[config.mk]
export PLATFORM = sky130hd
export DESIGN_NAME = aurora_hls_nfc_thresh
export DESIGN_NICKNAME = d
export VERILOG_FILES = /design/src/rtl/aurora_hls_nfc_pkg.sv /design/src/rtl/aurora_hls_nfc_msg_tx.sv /design/src/rtl/aurora_hls_nfc_thresh.sv
export SDC_FILE = /design/constraint.sdc
export NUM_CORES = 1
export LEC_CHECK = 0
export ABC_AREA = 1
export BUFFER_PORTS_ARGS = -buffer_cell sky130_fd_sc_hd__buf_2
export CAP_MARGIN = 15
export CORE_ASPECT_RATIO = 0.9
export CORE_MARGIN = 2
export CORE_UTILIZATION = 50
export CTS_BUF_LIST = sky130_fd_sc_hd__clkbuf_8
export DETAILED_ROUTE_END_ITERATION = 7
export PLACE_DENSITY = 0.76
export SYNTH_ARGS = -nofsm -noshare
export SYNTH_HDL_FRONTEND = slang
export SYNTH_SLANG_ARGS = --single-unit
[constraint.sdc]
create_clock -name clk -period 1.8 [get_ports clk]
set_input_delay 0.36 -clock clk [delete_from_list [all_inputs] [get_ports clk]]
set_output_delay 0.36 -clock clk [all_outputs]
set_load 0.005 [all_outputs]
[src/rtl/aurora_hls_nfc_pkg.sv]
// aurora_hls_nfc_pkg: NFC controller state encoding, message codes and saturating-count helper
package aurora_hls_nfc_pkg;
    typedef enum logic [2:0] {ST_RESET, ST_FLOW_ON, ST_SEND_XOFF, ST_PAUSED, ST_SEND_XON} nfc_state_e;
    typedef enum logic [1:0] {MSG_XOFF, MSG_XON, MSG_REFRESH} nfc_msg_e;
    localparam logic [15:0] NFC_XOFF = 16'hFFFF;
    localparam logic [15:0] NFC_XON  = 16'h0000;
    function automatic logic [31:0] sat_inc(input logic [31:0] v, input logic en);
        return (en && v != 32'hFFFF_FFFF) ? v + 32'd1 : v;
    endfunction
endpackage

[src/rtl/aurora_hls_nfc_msg_tx.sv]
// aurora_hls_nfc_msg_tx: valid/ready holding register for one NFC message
//   clk, rst_n   : clock, synchronous active-low reset
//   load_i       : start a message of type kind_i (only asserted while idle)
//   tready_i     : channel ready
//   tvalid_o     : message valid, held until accepted
//   tdata_o      : message word, frozen while tvalid_o is high
//   done_o       : handshake pulse, done_kind_o tells which message was accepted
module aurora_hls_nfc_msg_tx
    import aurora_hls_nfc_pkg::*;
(
    input  logic        clk,
    input  logic        rst_n,
    input  logic        load_i,
    input  nfc_msg_e    kind_i,
    input  logic        tready_i,
    output logic        tvalid_o,
    output logic [0:15] tdata_o,
    output logic        done_o,
    output nfc_msg_e    done_kind_o
);
    logic        valid_q, valid_d;
    logic [0:15] data_q, data_d;
    nfc_msg_e    kind_q, kind_d;

    assign done_o = valid_q & tready_i;

    always_comb begin
        valid_d = load_i ? 1'b1 : (done_o ? 1'b0 : valid_q);
        data_d  = load_i ? ((kind_i == MSG_XON) ? NFC_XON : NFC_XOFF) : data_q;
        kind_d  = load_i ? kind_i : kind_q;
    end

    always_ff @(posedge clk) begin
        if (!rst_n) begin
            valid_q <= 1'b0;
            data_q  <= NFC_XON;
            kind_q  <= MSG_XOFF;
        end else begin
            valid_q <= valid_d;
            data_q  <= data_d;
            kind_q  <= kind_d;
        end
    end

    assign tvalid_o    = valid_q;
    assign tdata_o     = data_q;
    assign done_kind_o = kind_q;
endmodule

[src/rtl/aurora_hls_nfc_thresh.sv]
// aurora_hls_nfc_thresh: RX FIFO fill hysteresis controller issuing Aurora NFC XOFF/XON messages
//   clk, rst_n              : clock, synchronous active-low reset
//   fifo_rx_fill            : RX FIFO occupancy in words (unsigned, FILL_W bits)
//   xoff_th / xon_th        : pause at fill >= xoff_th, resume at fill <= xon_th
//   s_axi_nfc_t*            : NFC message channel (16'hFFFF = XOFF, 16'h0000 = XON)
//   cfg_err                 : xon_th >= xoff_th; no new message starts while high
//   xoff/xon/refresh_count  : saturating counts of accepted messages per type
//   NFC_REFRESH_EN          : define to resend XOFF every REFRESH_CYCLES cycles while paused
module aurora_hls_nfc_thresh
    import aurora_hls_nfc_pkg::*;
#(
    parameter int FILL_W         = 12,
    parameter int REFRESH_CYCLES = 4096
) (
    input  logic              clk,
    input  logic              rst_n,
    input  logic [FILL_W-1:0] fifo_rx_fill,
    input  logic [FILL_W-1:0] xoff_th,
    input  logic [FILL_W-1:0] xon_th,
    input  logic              s_axi_nfc_tready,
    output logic              s_axi_nfc_tvalid,
    output logic [0:15]       s_axi_nfc_tdata,
    output logic              cfg_err,
    output logic [31:0]       xoff_count,
    output logic [31:0]       xon_count,
    output logic [31:0]       refresh_count
);
    if (REFRESH_CYCLES < 2 || REFRESH_CYCLES > 2**24) begin : g_bad_refresh
        $error("REFRESH_CYCLES out of range 2..2^24");
    end

    nfc_state_e  state_q, state_d;
    nfc_msg_e    kind, done_kind;
    logic        load, done, xoff_hit, xon_hit;
    logic [31:0] xoff_cnt_q, xon_cnt_q;

    assign cfg_err  = xon_th >= xoff_th;
    assign xoff_hit = !cfg_err && fifo_rx_fill >= xoff_th;
    assign xon_hit  = !cfg_err && fifo_rx_fill <= xon_th;

`ifdef NFC_REFRESH_EN
    localparam int TW = $clog2(REFRESH_CYCLES);
    logic [TW-1:0] timer_q, timer_d;
    logic [31:0]   refresh_cnt_q;
    logic          refresh_due;
    assign refresh_due = timer_q == TW'(REFRESH_CYCLES - 1);
`endif

    always_comb begin
        state_d = state_q;
        load    = 1'b0;
        kind    = MSG_XOFF;
`ifdef NFC_REFRESH_EN
        timer_d = '0;
`endif
        case (state_q)
            ST_RESET, ST_FLOW_ON: begin
                state_d = xoff_hit ? ST_SEND_XOFF : ST_FLOW_ON;
                load    = xoff_hit;
            end
            ST_SEND_XOFF: state_d = done ? ST_PAUSED : ST_SEND_XOFF;
            ST_SEND_XON:  state_d = done ? ST_FLOW_ON : ST_SEND_XON;
            ST_PAUSED: begin
                if (xon_hit) begin
                    state_d = ST_SEND_XON;
                    load    = 1'b1;
                    kind    = MSG_XON;
                end
`ifdef NFC_REFRESH_EN
                else if (refresh_due && !cfg_err) begin
                    state_d = ST_SEND_XOFF;
                    load    = 1'b1;
                    kind    = MSG_REFRESH;
                end else
                    // a blocked refresh stays due until cfg_err clears
                    timer_d = refresh_due ? timer_q : timer_q + 1'b1;
`endif
            end
            default: state_d = ST_RESET;
        endcase
    end

    always_ff @(posedge clk) begin
        if (!rst_n) begin
            state_q    <= ST_RESET;
            xoff_cnt_q <= '0;
            xon_cnt_q  <= '0;
        end else begin
            state_q    <= state_d;
            xoff_cnt_q <= sat_inc(xoff_cnt_q, done && done_kind == MSG_XOFF);
            xon_cnt_q  <= sat_inc(xon_cnt_q, done && done_kind == MSG_XON);
        end
    end

`ifdef NFC_REFRESH_EN
    always_ff @(posedge clk) begin
        if (!rst_n) begin
            timer_q       <= '0;
            refresh_cnt_q <= '0;
        end else begin
            timer_q       <= timer_d;
            refresh_cnt_q <= sat_inc(refresh_cnt_q, done && done_kind == MSG_REFRESH);
        end
    end
    assign refresh_count = refresh_cnt_q;
`else
    assign refresh_count = '0;
`endif

    assign xoff_count = xoff_cnt_q;
    assign xon_count  = xon_cnt_q;

    aurora_hls_nfc_msg_tx u_msg_tx (
        .clk        (clk),
        .rst_n      (rst_n),
        .load_i     (load),
        .kind_i     (kind),
        .tready_i   (s_axi_nfc_tready),
        .tvalid_o   (s_axi_nfc_tvalid),
        .tdata_o    (s_axi_nfc_tdata),
        .done_o     (done),
        .done_kind_o(done_kind)
    );
endmodule

Yosys cells after proc, flatten, opt, wreduce, memory -nomap -nowiden
Cells that the tools add are included.
{"block": "word_totals", "wordCells": 44, "input_bits": 39, "regBits": 86, "n_memories": 0, "latch_bits": 0, "output_inout_bits": 114, "romBits": 0, "ramBits": 0}
{"block": "classes", "eq_ne": 9, "n_lt_le_gt_ge": 3, "multipliers": 0, "shift": 0, "div": 0, "bitwise": 1, "reduce_logical": 11, "add_sub_neg": 2, "mux": 12}
{"operator": "$add A32 B1 Y32 const B", "count": 2}
{"operator": "$ne A32 B32 Y1 const B", "count": 2}
{"operator": "$ge A12 B12 Y1", "count": 2}
{"operator": "$mux W16", "count": 1}
{"operator": "$le A12 B12 Y1", "count": 1}
{"operator": "$pmux W3 S4", "count": 1}
{"operator": "$eq A3 B2 Y1 const B", "count": 2}
{"operator": "$logic_and A1 B1 Y1", "count": 6}
{"operator": "$mux W1", "count": 6}
{"operator": "$mux W3", "count": 2}
{"operator": "$eq A3 B1 Y1 const B", "count": 1}
{"operator": "$eq A3 B3 Y1 const B", "count": 1}
{"operator": "$logic_not A3 Y1", "count": 1}
{"operator": "$eq A2 B1 Y1 const B", "count": 1}
{"operator": "$logic_not A2 Y1", "count": 1}
{"operator": "$mux W2", "count": 1}
{"operator": "$ne A2 B2 Y1 const B", "count": 1}
{"operator": "$pmux W1 S2", "count": 1}
{"operator": "$reduce_bool A2 Y1", "count": 1}
{"operator": "$reduce_or A2 Y1", "count": 1}
{"operator": "$and A1 B1 Y1", "count": 1}
{"operator": "$eq A1 B1 Y1 const B", "count": 1}
{"operator": "$logic_not A1 Y1", "count": 1}

Logic depth before layout (Yosys ltp)
{"block": "logic_depth", "ltp_word": 7, "depth_mapped": 14, "mapped_depth_nobuf": 14}

Modules after synthesis
Synthesis repeated with hierarchy kept, for this count alone.
{"block": "unflattened", "cells_unflattened": 948, "area_unflattened_um2": 5763.0}
{"mod": "aurora_hls_nfc_thresh", "cells_per_inst": 913, "n_inst": 1, "seq_area_each_um2": 1341.3, "area_each_um2": 5501.5}
{"mod": "aurora_hls_nfc_msg_tx", "cells_per_inst": 35, "n_inst": 1, "seq_area_each_um2": 80.1, "area_each_um2": 261.5}

Worst setup path before layout
Ideal clock, no wire load.
{"block": "synth_path", "path_kind": "register to register", "from": "reg xon_cnt_q[0], in the netlist xon_count[0]", "to": "reg xon_cnt_q[30], in the netlist xon_count[30]", "setup_ps": 132, "period_less_slack_ps": 1728, "arrival_ps": 1596, "n_path_buf": 2, "setup_slack_ps": 72, "path_stages_with_launch": 13, "required_ps": 1668, "cell_sequence": "dfxtp_1 -> ha_1 -> nand3_1 -> inv_1 -> nand2_2 -> nor2_4 -> nand2_2 -> nand2_4 -> inv_2 -> buf_6 -> buf_6 -> nand2_1 -> a21oi_1"}
{"block": "synth_between", "elab_chain_len": 2, "elab_cells_between_ends": 3, "cone_classes": "add/sub: 1; eq/ne: 1; reduce/logical: 1"}
{"item": "start: declaration", "line_no": "aurora_hls_nfc_thresh.sv:35", "rtl": "logic [31:0] xoff_cnt_q, xon_cnt_q;"}
{"item": "start signal: assignment", "line_no": "aurora_hls_nfc_thresh.sv:91", "rtl": "xon_cnt_q <= sat_inc(xon_cnt_q, done && done_kind == MSG_XON);"}
{"item": "branches (longest 2 deep; another with $add A32 B1 Y32)"}
Parallel ways; which one is timed is not known.
A chain may end at the register's enable or synchronous reset.

Worst setup path after layout
{"block": "layout_path", "from": "in xon_th[11]", "to": "out cfg_err"}
{"block": "layout_between", "elab_chain_len": 1}
{"item": "start: declaration", "line_no": "aurora_hls_nfc_thresh.sv:19", "rtl": "input logic [FILL_W-1:0] xon_th,"}
{"item": "$ge A12 B12 Y1", "line_no": "aurora_hls_nfc_thresh.sv:37", "rtl": "assign cfg_err = xon_th >= xoff_th;"}
{"item": "end: declaration", "line_no": "aurora_hls_nfc_thresh.sv:23", "rtl": "output logic cfg_err,"}
No other way between the ends.

==> summary.txt <==
Finish
  – FILL cells: 1100
  – Area Overhead vs Synth: 25.69%
  – ANT cells: 0
  – Layout Cells excl Fill: ~1300
  – Nets: 1192
  – Layout cells sized above 1: 0.2540

Logic synthesis
  – Post-synthesis register bit count: 70
  – Seq/Total Area, Yosys: 0.2451
  – Mapped cell area: roughly 0.0057 mm²
  – Syn Area/Cell: ~6 µm²
  – Post-Synthesis Cells: roughly 950
  – Post-synthesis cell type count: 32
  – YS warnings: 0

Clock tree
  – Clock buffer count from CTS: 9
  – Clk slew on worst S/H paths: roughly 0.07 ns
  – Clock sinks: 70
  – Htree depth: 3
  – CTS Buffer Depth: 2
  – Root Buffer: clkbuf_8
  – Worst-Skew Late Latency: 0.35 ns
  – Clock tree from TritonCTS: built

Global routing
  – First-pass GRT wire length: between 20000 and 30000 µm
  – GR Util All Layers: 0.2521
  – Vias in the first global route: ~5500
  – Pin count of the biggest net entering global routing: 43
  – Initial antenna violation count: 0
  – GRT overflow: 0

Critical path
  – Crit Path Category: in -> out
  – CP required: roughly 1.4 ns
  – RR Startpoint: xon_count[18]
  – WP data arrival: 1.44 ns
  – Nature of the critical path endpoint: output pin
  – Worst Setup SP: xon_th[11]
  – CP startpoint kind: primary input
  – Critical path fanouts, max: 2
  – Reg-to-reg setup timing slack: about 0.11 ns

STA
  – Max Clock Freq: 556.2 MHz
  – Setup repair after global routing missed its margin: yes
  – Final min period: 1.798 ns
  – Final-report setup violation count: 0
  – Worst Skew: 0.01311 ns
  – Final Hold Fails: 0
  – Slew Viols, Final: 0
  – Setup TNS: 0 ns
  – Tcrit/Tclk final: 0.9988

Job
  – Max Cap Viol: 0

Floorplanning
  – # IOs: ~150
  – Die ar.: approximately 0.012 mm²
  – Floorplan core area: 0.01130 mm²
  – Die X: 116.7 µm
  – Placement row count: 37
  – Initial Util: 0.5062
  – Die height: around 110 µm

Route
  – Vias per cell: slightly below 5
  – Vias post-DR: 6179
  – Wire per inst: around 12 µm
  – Post-DRT Antenna Nets: 0
  – Starting DRC count in detailed routing: 483
  – Initial DRT Pass Iterations: 5
  – Final wirelength: around 16000 µm
  – DRC viols: 0

Placed design
  – Cells after DPL: 1259
  – Placer Congestion: 1.016
  – PortBufs: 120
  – HPWL after DPL: around 12000 µm

Min path
  – Worst min-delay path class: in -> reg
  – Hold path start: s_axi_nfc_tready

Pwr
  – Peak supply drop: between 0.3 and 0.4 mV
  – P_leak: about 3.4 nW
  – Cell area power density: 478.7 mW/mm²

Run status
  – Outcome: finished clean
## logic make-up after synthesis
logic type,synth area share
simple gates,0.3950
buf+inv,0.1630
compound gates,0.07790
flops,0.2451
fa+ha+maj,0.08315
xor+xnor,0.03523
other cells,0.0006558
## synth_stat cells
library cell / number / area share
clkinv_1: 1 / 0.00066
nand2_4: 2 / 0.0039
buf_4: 50 / 0.066
ha_1: 38 / 0.083
o21ai_1: 3 / 0.0026
clkbuf_1: 7 / 0.0046
o22a_1: 1 / 0.0015
nor3_4: 1 / 0.0028
nor3_2: 5 / 0.0088
conb_1: 1 / 0.00066
nor3_1: 26 / 0.023
nand2_2: 5 / 0.0055
nor3b_1: 2 / 0.0026
xnor2_1: 2 / 0.0031
o21ai_0: 13 / 0.011
inv_2: 5 / 0.0033
nor2_1: 110 / 0.072
nand2_1: 337 / 0.22
inv_1: 113 / 0.074
nand3b_1: 8 / 0.011
xor2_1: 21 / 0.032
nor2_4: 2 / 0.0039
a31oi_1: 1 / 0.0011
a21o_1: 1 / 0.0013
dfxtp_1: 70 / 0.25
buf_6: 7 / 0.014
a21oi_1: 67 / 0.059
nand4_1: 7 / 0.0077
nor2_2: 3 / 0.0033
buf_2: 1 / 0.00087
nand3_1: 34 / 0.030
o21bai_1: 1 / 0.0013
## final cells by class
cell class / count / area (µm²) / share of cell area
clock buffer: 14 / 192.7 / 0.02681
inverter: 119 / 451.7 / 0.06285
tap: 156 / 195.2 / 0.02716
sequential: 70 / 1410 / 0.1962
multi-input combinational: 722 / 3747 / 0.5214
timing repair buffer: 193 / 1190 / 0.1656
## critical path, cell delays in order
cell and delay, ns:
buf_2 0.12, ha_4 0.25, a21oi_1 0.18, nand2_1 0.11, inv_1 0.08, nand2_2 0.07
nor2_4 0.11, inv_1 0.05, buf_2 0.12
## where the power goes
part,switching (mW),internal [mW],leakage (nW)
Sequential,0.0253,1.57,0.568
Clock,0.571,0.674,0.101
Combinational,0.342,0.259,2.77
Total,0.938,2.50,3.44
## metal layers
| layer | wire, µm | up-vias | part of all wire | track usage |
|---|---|---|---|---|
| met5 | 0 | - | 0 | 0 |
| met4 | 312 | 0 | 0.020 | 0.07731 |
| met3 | 1125 | 23 | 0.072 | 0.05233 |
| met2 | 7150 | 230 | 0.46 | 0.4026 |
| met1 | 7056 | 2730 | 0.45 | 0.3402 |
| li1 | - | 3196 | - | - |
## registers in the layout, indices dropped and copies added, names as in the netlist
name / cells
xon_count: 32
u_msg_tx.done_kind_o: 1
u_msg_tx.tdata_o: 1
u_msg_tx.tvalid_o: 1
state_q: 3
xoff_count: 32
## final timing paths
check                       endpoint  cells after the start
min reg2reg  u_msg_tx.done_kind_o[0]                      2
min                u_msg_tx.tvalid_o                      6
max                          cfg_err                      9
max reg2reg             xon_count[3]                     10
## through the flow
| stage | hold WS, ns | util | total power, mW | setup slack (ns) | cell area [µm²] |
|---|---|---|---|---|---|
| final | 0.3903 | 0.6362 | 3.440 | 0.002234 | 7187 |
| after global routing | 0.4500 | 0.6362 | 3.606 | -0.08018 | 7187 |
| after CTS | 0.3676 | 0.6135 | 3.402 | 0.005518 | 6930 |
| after detailed placement | 0.4759 | 0.5929 | 2.142 | -0.1657 | 6698 |
| after global placement | 0.4693 | 0.5929 | 2.125 | -0.1078 | 6698 |
| after floorplan | 0.4545 | - | 2.056 | 0.07189 | 5834 |
## placed cells by master, fill, tap and decap left out, types with 16 or more instances in the layout
master,netlist,final
a21oi_1,67,64
buf_2,1,119
buf_4,50,68
conb_1,1,32
dfxtp_1,70,63
ha_1,38,29
inv_1,113,105
nand2_1,337,323
nand2_2,5,16
nand3_1,34,33
nor2_1,110,100
nor3_1,26,24
xor2_1,21,21
## what timing repair did
action	4_1_cts	5_1_grt
hold buffers	0	0
endpoints found under the setup margin	10	62
setup buffers	1	0
resized for setup	7	69
pin swaps	4	21
(Power assumes the default switching activity.)
